**src/rtl/hazard_ctrl.sv**
```systemverilog
// Hazard/stall controller for the 5-stage RISC-V pipeline: load-use bubbles,
// taken-branch flushes, data-memory wait freezes, a wait watchdog and a stall counter.
module hazard_ctrl #(
  parameter int reg_width = 5,
  parameter int MAX_WAIT  = 15,
  parameter int CNT_W     = 32
) (
  input  logic                 CLK,
  input  logic                 RSTn,
  input  logic [reg_width-1:0] id_rs1,
  input  logic [reg_width-1:0] id_rs2,
  input  logic                 id_uses_rs1,
  input  logic                 id_uses_rs2,
  input  logic [reg_width-1:0] ex_rd,
  input  logic                 ex_mem_read,
  input  logic                 ex_branch_taken,
  input  logic                 mem_req,
  input  logic                 mem_ready,
  output logic                 pc_en,
  output logic                 ifid_en,
  output logic                 ifid_clr,
  output logic                 idex_en,
  output logic                 idex_clr,
  output logic                 exmem_en,
  output logic                 memwb_en,
  output logic                 err,
  output logic [CNT_W-1:0]     stall_cnt
);

  localparam int WAIT_W = $clog2(MAX_WAIT + 1);

  typedef enum logic [1:0] {
    RUN     = 2'd0,
    MEMWAIT = 2'd1,
    ERR     = 2'd2
  } state_t;

  state_t              state_r, next_state_s;
  logic [WAIT_W-1:0]   wait_cnt_r, wait_nxt_s;
  logic                err_r, err_set_s;
  logic [CNT_W-1:0]    stall_cnt_r;
  logic                mem_busy_s, freeze_s, lu_s;

  // A dropped mem_req counts as ready, so only an outstanding request can stall.
  assign mem_busy_s = mem_req & ~mem_ready;
  assign freeze_s   = (state_r == ERR) | mem_busy_s;
  assign lu_s       = ex_mem_read & (ex_rd != {reg_width{1'b0}}) &
                      ((id_uses_rs1 & (id_rs1 == ex_rd)) | (id_uses_rs2 & (id_rs2 == ex_rd)));

  // State register
  always_ff @(posedge CLK or negedge RSTn) begin
    if (!RSTn) begin
      state_r <= RUN;
    end else begin
      state_r <= next_state_s;
    end
  end

  // Next-state, wait counter and watchdog decisions
  always_comb begin
    next_state_s = state_r;
    wait_nxt_s   = wait_cnt_r;
    err_set_s    = 1'b0;
    case (state_r)
      RUN: begin
        if (mem_busy_s) begin
          next_state_s = MEMWAIT;
          wait_nxt_s   = {{(WAIT_W-1){1'b0}}, 1'b1};
        end else begin
          wait_nxt_s   = {WAIT_W{1'b0}};
        end
      end
      MEMWAIT: begin
        if (!mem_busy_s) begin
          next_state_s = RUN;
          wait_nxt_s   = {WAIT_W{1'b0}};
        end else if (wait_cnt_r == WAIT_W'(MAX_WAIT)) begin
          next_state_s = ERR;
          err_set_s    = 1'b1;
        end else begin
          wait_nxt_s   = wait_cnt_r + {{(WAIT_W-1){1'b0}}, 1'b1};
        end
      end
      ERR: begin
        next_state_s = ERR;
      end
      default: begin
        next_state_s = RUN;
        wait_nxt_s   = {WAIT_W{1'b0}};
      end
    endcase
  end

  // Stage enable/clear decode, priority freeze > branch > load-use > normal
  always_comb begin
    pc_en    = 1'b0;
    ifid_en  = 1'b0;
    ifid_clr = 1'b0;
    idex_en  = 1'b0;
    idex_clr = 1'b0;
    exmem_en = 1'b0;
    memwb_en = 1'b0;
    if (!RSTn || freeze_s) begin
      pc_en = 1'b0;
    end else if (ex_branch_taken) begin
      pc_en    = 1'b1;
      ifid_en  = 1'b1;
      ifid_clr = 1'b1;
      idex_en  = 1'b1;
      idex_clr = 1'b1;
      exmem_en = 1'b1;
      memwb_en = 1'b1;
    end else if (lu_s) begin
      idex_en  = 1'b1;
      idex_clr = 1'b1;
      exmem_en = 1'b1;
      memwb_en = 1'b1;
    end else begin
      pc_en    = 1'b1;
      ifid_en  = 1'b1;
      idex_en  = 1'b1;
      exmem_en = 1'b1;
      memwb_en = 1'b1;
    end
  end

  // Wait counter, sticky error and wrapping stall counter
  always_ff @(posedge CLK or negedge RSTn) begin
    if (!RSTn) begin
      wait_cnt_r  <= {WAIT_W{1'b0}};
      err_r       <= 1'b0;
      stall_cnt_r <= {CNT_W{1'b0}};
    end else begin
      wait_cnt_r <= wait_nxt_s;
      err_r      <= err_r | err_set_s;
      if (!pc_en) begin
        stall_cnt_r <= stall_cnt_r + {{(CNT_W-1){1'b0}}, 1'b1};
      end else begin
        stall_cnt_r <= stall_cnt_r;
      end
    end
  end

  assign err       = err_r;
  assign stall_cnt = stall_cnt_r;

endmodule

```
**config.mk**
```make
export PLATFORM = sky130hd
export DESIGN_NAME = hazard_ctrl
export DESIGN_NICKNAME = d
export VERILOG_FILES = /design/src/rtl/hazard_ctrl.sv
export SDC_FILE = /design/constraint.sdc
export NUM_CORES = 1
export LEC_CHECK = 0
export ABC_AREA = 1
export CAP_MARGIN = 15
export CORE_UTILIZATION = 50
export CTS_BUF_LIST = sky130_fd_sc_hd__clkbuf_8 sky130_fd_sc_hd__clkbuf_16
export DETAILED_ROUTE_END_ITERATION = 10
export GPL_TIMING_DRIVEN = 0
export PLACE_DENSITY_LB_ADDON = 0.3
export SYNTH_ARGS = -nofsm -noshare
export SYNTH_HDL_FRONTEND = slang
export SYNTH_SLANG_ARGS = --single-unit
```
**constraint.sdc**
```tcl
create_clock -name CLK -period 1.89 [get_ports CLK]
set_clock_uncertainty 0.05 [all_clocks]
set_input_delay 0.378 -clock CLK [delete_from_list [all_inputs] [get_ports CLK]]
set_output_delay 0.378 -clock CLK [all_outputs]
set_load 0.05 [all_outputs]
```
==> results of run 1 <==
==> cell usage after synthesis <==
| library cell | count |
|---|---|
| sky130_fd_sc_hd__nand3_2 | 1 |
| sky130_fd_sc_hd__nand4_1 | 5 |
| sky130_fd_sc_hd__inv_2 | 5 |
| sky130_fd_sc_hd__a22o_1 | 1 |
| sky130_fd_sc_hd__nand3b_1 | 7 |
| sky130_fd_sc_hd__nor3_1 | 7 |
| sky130_fd_sc_hd__a211oi_1 | 1 |
| sky130_fd_sc_hd__nor2_2 | 6 |
| sky130_fd_sc_hd__buf_6 | 3 |
| sky130_fd_sc_hd__xor2_1 | 12 |
| sky130_fd_sc_hd__nand2_4 | 1 |
| sky130_fd_sc_hd__buf_1 | 1 |
| sky130_fd_sc_hd__buf_4 | 3 |
| sky130_fd_sc_hd__nand2_1 | 179 |
| sky130_fd_sc_hd__nand3_1 | 45 |
| sky130_fd_sc_hd__or2_2 | 1 |
| sky130_fd_sc_hd__nor2_1 | 46 |
| sky130_fd_sc_hd__nand2_2 | 4 |
| sky130_fd_sc_hd__xnor2_1 | 6 |
| sky130_fd_sc_hd__nand3_4 | 1 |
| sky130_fd_sc_hd__clkbuf_1 | 1 |
| sky130_fd_sc_hd__nor2_4 | 2 |
| sky130_fd_sc_hd__dfrtp_1 | 39 |
| sky130_fd_sc_hd__ha_1 | 2 |
| sky130_fd_sc_hd__a21oi_1 | 3 |
| sky130_fd_sc_hd__o21ai_0 | 4 |
| sky130_fd_sc_hd__inv_1 | 39 |
| sky130_fd_sc_hd__buf_2 | 4 |
==> metal layers <==
metal / vias up / GRT usage, % / wire (um)
li1: 1490 / - / -
met5: - / 0 / 0
met1: 1354 / 36.0 / 3250
met3: 18 / 5.63 / 533
met2: 108 / 46.3 / 3740
met4: 0 / 10.2 / 138
==> final timing paths <==
path                       slack (ps)  depth (start not counted)                    from                   endpoint
min                                -9                          2                    RSTn   stall_cnt[4]$_DFFE_PN0N_
max                               -70                         12               id_rs1[4]                      pc_en
min in group CLK                  420                          1           err$_DFF_PN0_              err$_DFF_PN0_
min reg2reg                       420                          1           err$_DFF_PN0_              err$_DFF_PN0_
max reg2reg                       130                         10  state_r[1]$_DFFE_PN0P_  stall_cnt[23]$_DFFE_PN0N_
max in group asynchronous        1600                          2                    RSTn   stall_cnt[0]$_DFFE_PN0N_
==> worst max-delay path: stages <==
cell                         delay (ps)
sky130_fd_sc_hd__buf_2               90
sky130_fd_sc_hd__inv_2               40
sky130_fd_sc_hd__nand2_2             50
sky130_fd_sc_hd__nand2_1             50
sky130_fd_sc_hd__nor2_1             100
sky130_fd_sc_hd__nand3_1            100
sky130_fd_sc_hd__nand2_2            100
sky130_fd_sc_hd__nand3_4            110
sky130_fd_sc_hd__nand2_8            110
sky130_fd_sc_hd__clkinvlp_4         120
sky130_fd_sc_hd__buf_8              130
sky130_fd_sc_hd__buf_8              140
==> stage by stage <==
stage | cells | utilization, % | total power (W) | TNS [ps]
2_1_floorplan | 429 | - | 0.00143 | -219
3_3_place_gp | 561 | 67.1 | 0.00166 | -84220
3_5_place_dp | 561 | 67.0 | 0.00168 | -20910
4_1_cts | 573 | 68.5 | 0.00221 | -66.4
5_1_grt | 578 | 71.4 | 0.00237 | -344
6_report | 578 | 71.4 | 0.00226 | -66.5
==> final cells by class <==
class                      instances  share of cell area (%)
sequential                        39                    26.2
tap                               70                    2.34
clock inverter                     3                   0.401
clock buffer                       5                    1.84
buffer                            11                    2.61
inverter                          44                    5.05
multi-input combinational        334                    43.7
timing repair buffer              72                    17.9
==> timing repair <==
item / 4_1_cts / 5_1_grt
setup endpoints to repair: 68 / 11
pin swaps: 21 / 18
gates resized for setup: 168 / 32
setup buffers: 5 / 4
cloned: 0 / 0
hold endpoints to repair: 39 / 39
==> flip-flops by register name, indices dropped and copies added (netlist names) <==
name / flops
wait_cnt_r: 4
err: 1
state_r: 2
stall_cnt: 32
==> where the power goes <==
group          total, W  internal, W  switching (W)
clock network  0.000555     0.000253       0.000303
registers      0.000987     0.000888      0.0000984
logic          0.000721     0.000255       0.000466
==> logic make-up after synthesis <==
family / synth area share, %
buf+inv: 8.96
xor+xnor: 5.68
flops: 35.1
fa+ha+maj: 0.901
compound gates: 1.85
simple gates: 47.5
==> results.md, run 1 <==
- The via count of the first global-routing pass is 2841.
- Once placement finished, the instance area stood at 3510 um2.
- The final standard cell area without fillers is 3740 um2.
- Setup repair after global routing could not meet its margin everywhere.
- The tool flagged a number of max-cap violations equal to 0.
- The number of clock sinks seen by CTS is 39.
- The highest fanout seen on the critical path is 2.
- Counting every net in the synthesized netlist gives 454.
- In this run the power density over the cells is 605 nW/um2.
- The layout cell share with drive strength beyond 1 is 18.9%.
- The biggest area consumer among synthesized cells is sky130_fd_sc_hd__dfrtp_1.
- The worst-case IR drop observed on VDD is 0.521 mV.
- TritonCTS built the clock tree.
- The starting DRC count in detailed routing is 231.
- From left edge to right edge, the die measures 76.5 um.
- The number of max-slew violations in the final report is 0.
- The first global-routing pass estimated 13100 um of wire.
- Setup violations remaining at the end of the flow were counted as 1.
- The final RePlAce weighted congestion is 0.922.
- The area share of the leading cell type in the synthesized netlist is 35.1%.
- The floorplan step defined a die boundary enclosing 5860 um2.
- Summed over all layers, the global routing overflow is 0.
- The worst path required time is 1460 ps.
- The post-detailed-routing wire length is 7660 um.
- The number of buffers inserted by port buffering is 62.
- The number of clock buffers added by TritonCTS is 5.
- After synthesis, the cell types taking the most area are sky130_fd_sc_hd__dfrtp_1 (35%), sky130_fd_sc_hd__nand2_1 (24%), sky130_fd_sc_hd__nand3_1 (8.1%), sky130_fd_sc_hd__nor2_1 (6.2%), sky130_fd_sc_hd__inv_1 (5.3%).
- The cell area after synthesis is 2780 um2.
- The standard cell core area is 5240 um2.
- Yosys mapped the design onto 28 distinct sky130hd cell types.
- Entering global routing, the biggest net connects 41 pins.
- Dividing the synthesized area by the synthesized cell count gives 6.47 um2.
- The clock slew at the register clock pins of the worst setup and hold paths is 80 ps.
- The first detailed-routing pass took 5 iterations.
- For this configuration, the core starts out at a cell density of 53.0%.
- At the pin with the least slew margin, the transition time is 521 ps.
- The source-to-sink clock delay at the later pin of the worst-skew pair is 300 ps.
- At the worst endpoint, the arrival time is 1530 ps.
- The smallest clock period supported by the final layout is computed as 1960 ps.
- Clock tree synthesis selected as its root buffer the cell sky130_fd_sc_hd__clkbuf_8.
- The number of antenna violations at the first check in global routing is 0.
- The run finished, with violations left.
- The synthesized netlist cell count is 429.
- The maximum clock frequency is 0.511 GHz.
- The type of destination of the critical path is a primary output.
- The static leakage power is 2.02 nW.
- The worst setup path is of the input pin to primary output kind.
- The row count is 26.
- The hold violation count in the final report is 12.
- 63 I/O pins were placed.
- The post-placement worst setup slack is -1430 ps.
- The count of antenna diodes in the layout is 0.
- The worst setup path is launched from an input pin.
- The library cells used most frequently in the layout, excluding fill and tap cells, are sky130_fd_sc_hd__nand2_1 (167), sky130_fd_sc_hd__nor2_1 (44), sky130_fd_sc_hd__nand3_1 (44), sky130_fd_sc_hd__dfrtp_1 (37), sky130_fd_sc_hd__dlygate4sd2_1 (37).
- The growth of design area from synthesis to finish is 34.6%.
- Dividing the detail-routed wire length by the instance count gives 13.2 um.
- The final HPWL from detailed placement is 5590 um.
- The number of filler instances in the final layout is 441.
- In the routed layout, each cell is associated on average with a via count of 5.14.
- The H-tree depth is 2.
- Across all setup checks in the final design, the least slack found is -66.5 ps.
- The remaining antenna violation count after routing is 0.
- The worst hold path belongs to the class input pin to async pin.
- In the final design database the tool counted 532 nets.
- The total area of sequential cells is 978 um2.
- The final worst-path cycle share is 104%.
- The number of flip-flops and latches in the synthesized netlist is 39.
- In this run the tightest slew margin relative to its limit is 65.4%.
- The library cell used most frequently in the layout, excluding fill and tap cells, is sky130_fd_sc_hd__nand2_1.
- In this run the vertical extent of the chip is 76.5 um.
- The final reports fail on negative hold slack, negative setup slack.
- No sink is reached through more buffers than the 2 on the longest clock path.
- The share of the Yosys chip area taken by registers is 35.1%.
- During synthesis, Yosys emitted a total of 0 warnings.
- The global router's overall resource usage is 28.0%.
- The area of combinational cells with multiple inputs is 1630 um2.
- The hold slack is -8.92 ps.
- For this run, design rule violations remaining after detail routing come to 0.
- The total number of vias is 2970.
No activity file was read; power rests on OpenSTA's default activity.
==> inputs of run 2 (changes only) <==
--- a/config.mk
+++ b/config.mk
@@ -11,7 +11,7 @@
 export CTS_BUF_LIST = sky130_fd_sc_hd__clkbuf_8 sky130_fd_sc_hd__clkbuf_16
 export DETAILED_ROUTE_END_ITERATION = 10
 export GPL_TIMING_DRIVEN = 0
-export PLACE_DENSITY_LB_ADDON = 0.3
+export PLACE_DENSITY = 0.76
 export SYNTH_ARGS = -nofsm -noshare
 export SYNTH_HDL_FRONTEND = slang
 export SYNTH_SLANG_ARGS = --single-unit
==> run 2 against run 1 <==
Effect of this change: the run ends with negative setup slack left; clock-buffer cell count grew 2; hold slack improved by 21 ps; sequential power is essentially flat; die area did not move; setup slack got worse by 55 ps; global-route usage up 0.35 points; critical path depth is 3 lower; final cell count is 1.6% higher; cell area up 0.27%; utilization is 0.19 points higher; largest cell class unchanged; largest power group unchanged.
==> results.md, run 2 (synthesis gave the netlist of run 1 again) <==
- The layout cell share with drive strength beyond 1 is 18.0% (was 18.9%).
- The number of antenna violations at the first check in global routing is 0 (unchanged).
- The final HPWL from detailed placement was 5500 um (was 5590 um).
- The clock power share is 27.1% (was 24.5%).
- The total power divided by cell area is 611 nW/um2 (was 605 nW/um2).
- The highest fanout seen on the critical path is 2 (unchanged).
- The highest-delay cell along the critical path is sky130_fd_sc_hd__dfrtp_1 (was sky130_fd_sc_hd__buf_8).
- The net total in the final layout came to 541 (was 532).
- The initial cell density of the core is 53.0% (unchanged).
- The number of max-slew violations in the final report is 0 (unchanged).
- The post-place instance area was 3510 um2 (unchanged).
- The post-detailed-routing wire length is 7760 um (was 7660 um).
- The die footprint was 5860 um2 (unchanged).
- The cell at the root of the clock tree is sky130_fd_sc_hd__clkbuf_8 (unchanged).
- The clock buffer count from CTS is 5 (unchanged).
- The internal power contribution is 0.00145 W (was 0.00140 W).
- The number of clock sinks seen by CTS came to 39 (unchanged).
- The flop-to-flop setup slack is 120 ps (was 130 ps).
- The average detailed-routed wire length per instance came to 13.2 um (about the same).
- The TritonCTS clock tree is built (unchanged).
- The startpoint-to-endpoint class of the critical path is flop to primary output (was input pin to primary output).
- The horizontal extent of the die was 76.5 um (unchanged).
- The switching fraction of total power was 36.7% (was 38.3%).
- The number of flip-flops under the largest register name is 32 (unchanged).
- The critical path arrival is 1580 ps (was 1530 ps).
- The maximum number of pins on one net before global-route repair is 40 (was 41).
- The total number of vias is 2955 (was 2970).
- The worst-case clock buffer depth is 2 (unchanged).
- The final global-route overflow total came to 0 (unchanged).
- The number of top-level pins is 63 (unchanged).
- The peak per-stage delay on the critical path is 410 ps (was 140 ps).
- The number of filler instances in the final layout is 480 (was 441).
- Cell chain of the critical path: nor2_4, inv_2, nand3_4, inv_4, buf_12, nand2_8, clkinvlp_4, buf_8, buf_8 (was buf_2, inv_2, nand2_2, nand2_1, nor2_1, nand3_1, nand2_2, nand3_4, nand2_8, clkinvlp_4, buf_8, buf_8).
- The hold violation count in the final report is 0 (was 12).
- The growth of design area from synthesis to finish is 35.0% (was 34.6%).
- The max capacitance violation total is 0 (unchanged).
- Status: complete, but fails checks (unchanged).
- The worst vdd rail ir drop is 0.433 mV (was 0.521 mV).
- The post-layout instance count excluding filler cells is 587 (was 578).
- The critical path startpoint category is a flop (was input pin).
- The static leakage power is 2.05 nW (was 2.02 nW).
- The final critical delay including setup and external delays is 2010 ps (was 1960 ps).
- The wire length of the first global-routing pass is 13200 um (was 13100 um).
- The share of power burned in combinational logic is 30.0% (was 31.8%).
- The first-pass iteration count of the detailed router is 4 (was 5).
- The clock slew at the register clock pins of the worst setup and hold paths is 80 ps (about the same).
- The most frequent standard cell in the layout excluding fill and tap cells is sky130_fd_sc_hd__nand2_1 (unchanged).
- The path class of the lowest-slack min-delay path is input pin to async pin (unchanged).
- The type of destination of the critical path is a primary output (unchanged).
- The number of buffers inserted by port buffering was 62 (unchanged).
- The number of cells after detailed placement is 561 (unchanged).
- The worst path required time came to 1460 ps (about the same).
- The final worst-path cycle share came to 106% (was 104%).
- The critical register-to-register path startpoint is state_r[1]$_DFFE_PN0P_ (unchanged).
- The final standard cell area without fillers is 3750 um2 (was 3740 um2).
- The via count of the first global-routing pass is 2808 (was 2841).
- The standard cell core area is 5240 um2 (unchanged).
- Most used cells in the layout excluding fill and tap cells: sky130_fd_sc_hd__nand2_1 (175), sky130_fd_sc_hd__nor2_1 (44), sky130_fd_sc_hd__nand3_1 (44), sky130_fd_sc_hd__dfrtp_1 (37), sky130_fd_sc_hd__dlygate4sd2_1 (37) (was sky130_fd_sc_hd__nand2_1 (167), sky130_fd_sc_hd__nor2_1 (44), sky130_fd_sc_hd__nand3_1 (44), sky130_fd_sc_hd__dfrtp_1 (37), sky130_fd_sc_hd__dlygate4sd2_1 (37)).
- The remaining antenna violation count after routing is 0 (unchanged).
- The count of antenna diodes in the layout is 0 (unchanged).
- The final-report setup violation count is 4 (was 1).
- The setup slack after layout is -121 ps (was -66.5 ps).
- Violations in the final reports: negative setup slack (was negative hold slack, negative setup slack).
- The starting DRC count in detailed routing was 242 (was 231).
- The sequential power share was 43.0% (was 43.6%).
- Setup repair after global routing missed its margin: yes (unchanged).
- The final total power came to 0.00229 W (was 0.00226 W).
- The worst reg-to-reg path cell count is 13 (was 10).
- The die height is 76.5 um (unchanged).
- The maximum clock frequency is 0.497 GHz (was 0.511 GHz).
- The number of design rule violations left after detail routing was 0 (unchanged).
- The H-tree depth is 2 (unchanged).
- The row count is 26 (unchanged).
- The detailed-route vias per instance is 5.03 (was 5.14).
- The switching component of the power is 0.000841 W (was 0.000867 W).
- The worst slew slack as a fraction of its limit came to 65.5% (was 65.4%).
- The transition time of the tightest slew-check pin is 520 ps (was 521 ps).
- The global router's overall resource usage came to 28.3% (was 28.0%).
- The final RePlAce weighted congestion is 0.877 (was 0.922).
- Among the stages of the critical path, the cell type that occurs most often is sky130_fd_sc_hd__buf_8.
- The terminus of the critical flop-to-flop path was stall_cnt[27]$_DFFE_PN0N_ (was stall_cnt[23]$_DFFE_PN0N_).
- The source-to-sink clock delay at the later pin of the worst-skew pair is 290 ps (was 300 ps).
==> run 2: cell count changes in the layout (fill, tap and decap cells not counted), sizes merged <==
| cell | delta |
|---|---|
| clkbuf | +3 |
| clkinv | -3 |
| inv | +1 |
| buf | +8 |
==> run 2: worst max path at each step <==
stage	cells after the start	start	to
final	9	state_r[0]$_DFFE_PN0P_	pc_en
after global routing	12	ex_rd[3]	pc_en
after CTS	10	state_r[1]$_DFFE_PN0P_	pc_en
after detailed placement	13	ex_rd[2]	pc_en
after global placement	6	RSTn	idex_en
after floorplan	11	ex_rd[2]	pc_en
==> run 2: final cells by class <==
class	instances	area, um2	area share, %
Buffer	11	93.8	2.50
Timing Repair Buffer	81	697	18.6
Clock inverter	1	3.75	0.100
Clock buffer	7	96.3	2.57
Sequential cell	39	978	26.1
Tap cell	70	87.6	2.34
Multi-Input combinational cell	334	1610	42.9
Inverter	44	184	4.90
==> run 2: worst max-delay path: cells and delay by family, from the launching register on <==
family                 cells  cell delay [ps]
buffers and inverters      6              600
flip-flops                 1              410
AND/OR/NAND/NOR            3              280
==> run 2: routing by layer <==
metal	track usage (%)	routed length (um)	vias up
met1	37.8	3500	1366
met2	47.5	3800	73
met3	4.55	393	8
met5	0	0	-
met4	7.69	65	0
li1	-	-	1508
==> run 2: per-stage QoR <==
| step | hold slack (ps) | TNS [ps] | setup slack (ps) | util (%) |
|---|---|---|---|---|
| 2_1_floorplan | 32.4 | -219 | -142 | - |
| 3_3_place_gp | 386 | -90750 | -2550 | 67.1 |
| 3_5_place_dp | 393 | -21440 | -1430 | 67.0 |
| 4_1_cts | 7.07 | -195 | -99.3 | 70.4 |
| 5_1_grt | 18.8 | -675 | -199 | 71.6 |
| 6_report | 11.8 | -302 | -121 | 71.6 |
==> run 2: power by group through the flow <==
stage                     Clock, W  Sequential [W]  Combinational [W]
after global routing      0.000668        0.000998           0.000739
after global placement           0         0.00100           0.000668
after CTS                 0.000631        0.000983           0.000675
after floorplan                  0         0.00115           0.000272
after detailed placement         0         0.00100           0.000675
final                     0.000620        0.000985           0.000686
==> run 2: timing repair <==
item / 4_1_cts / 5_1_grt
resized for setup: 159 / 15
hold endpoints to repair: 39 / 0
hold buffers: 1 / 0
pin swaps: 25 / 13
buffers inserted: 13 / 5
setup endpoints to repair: 69 / 11
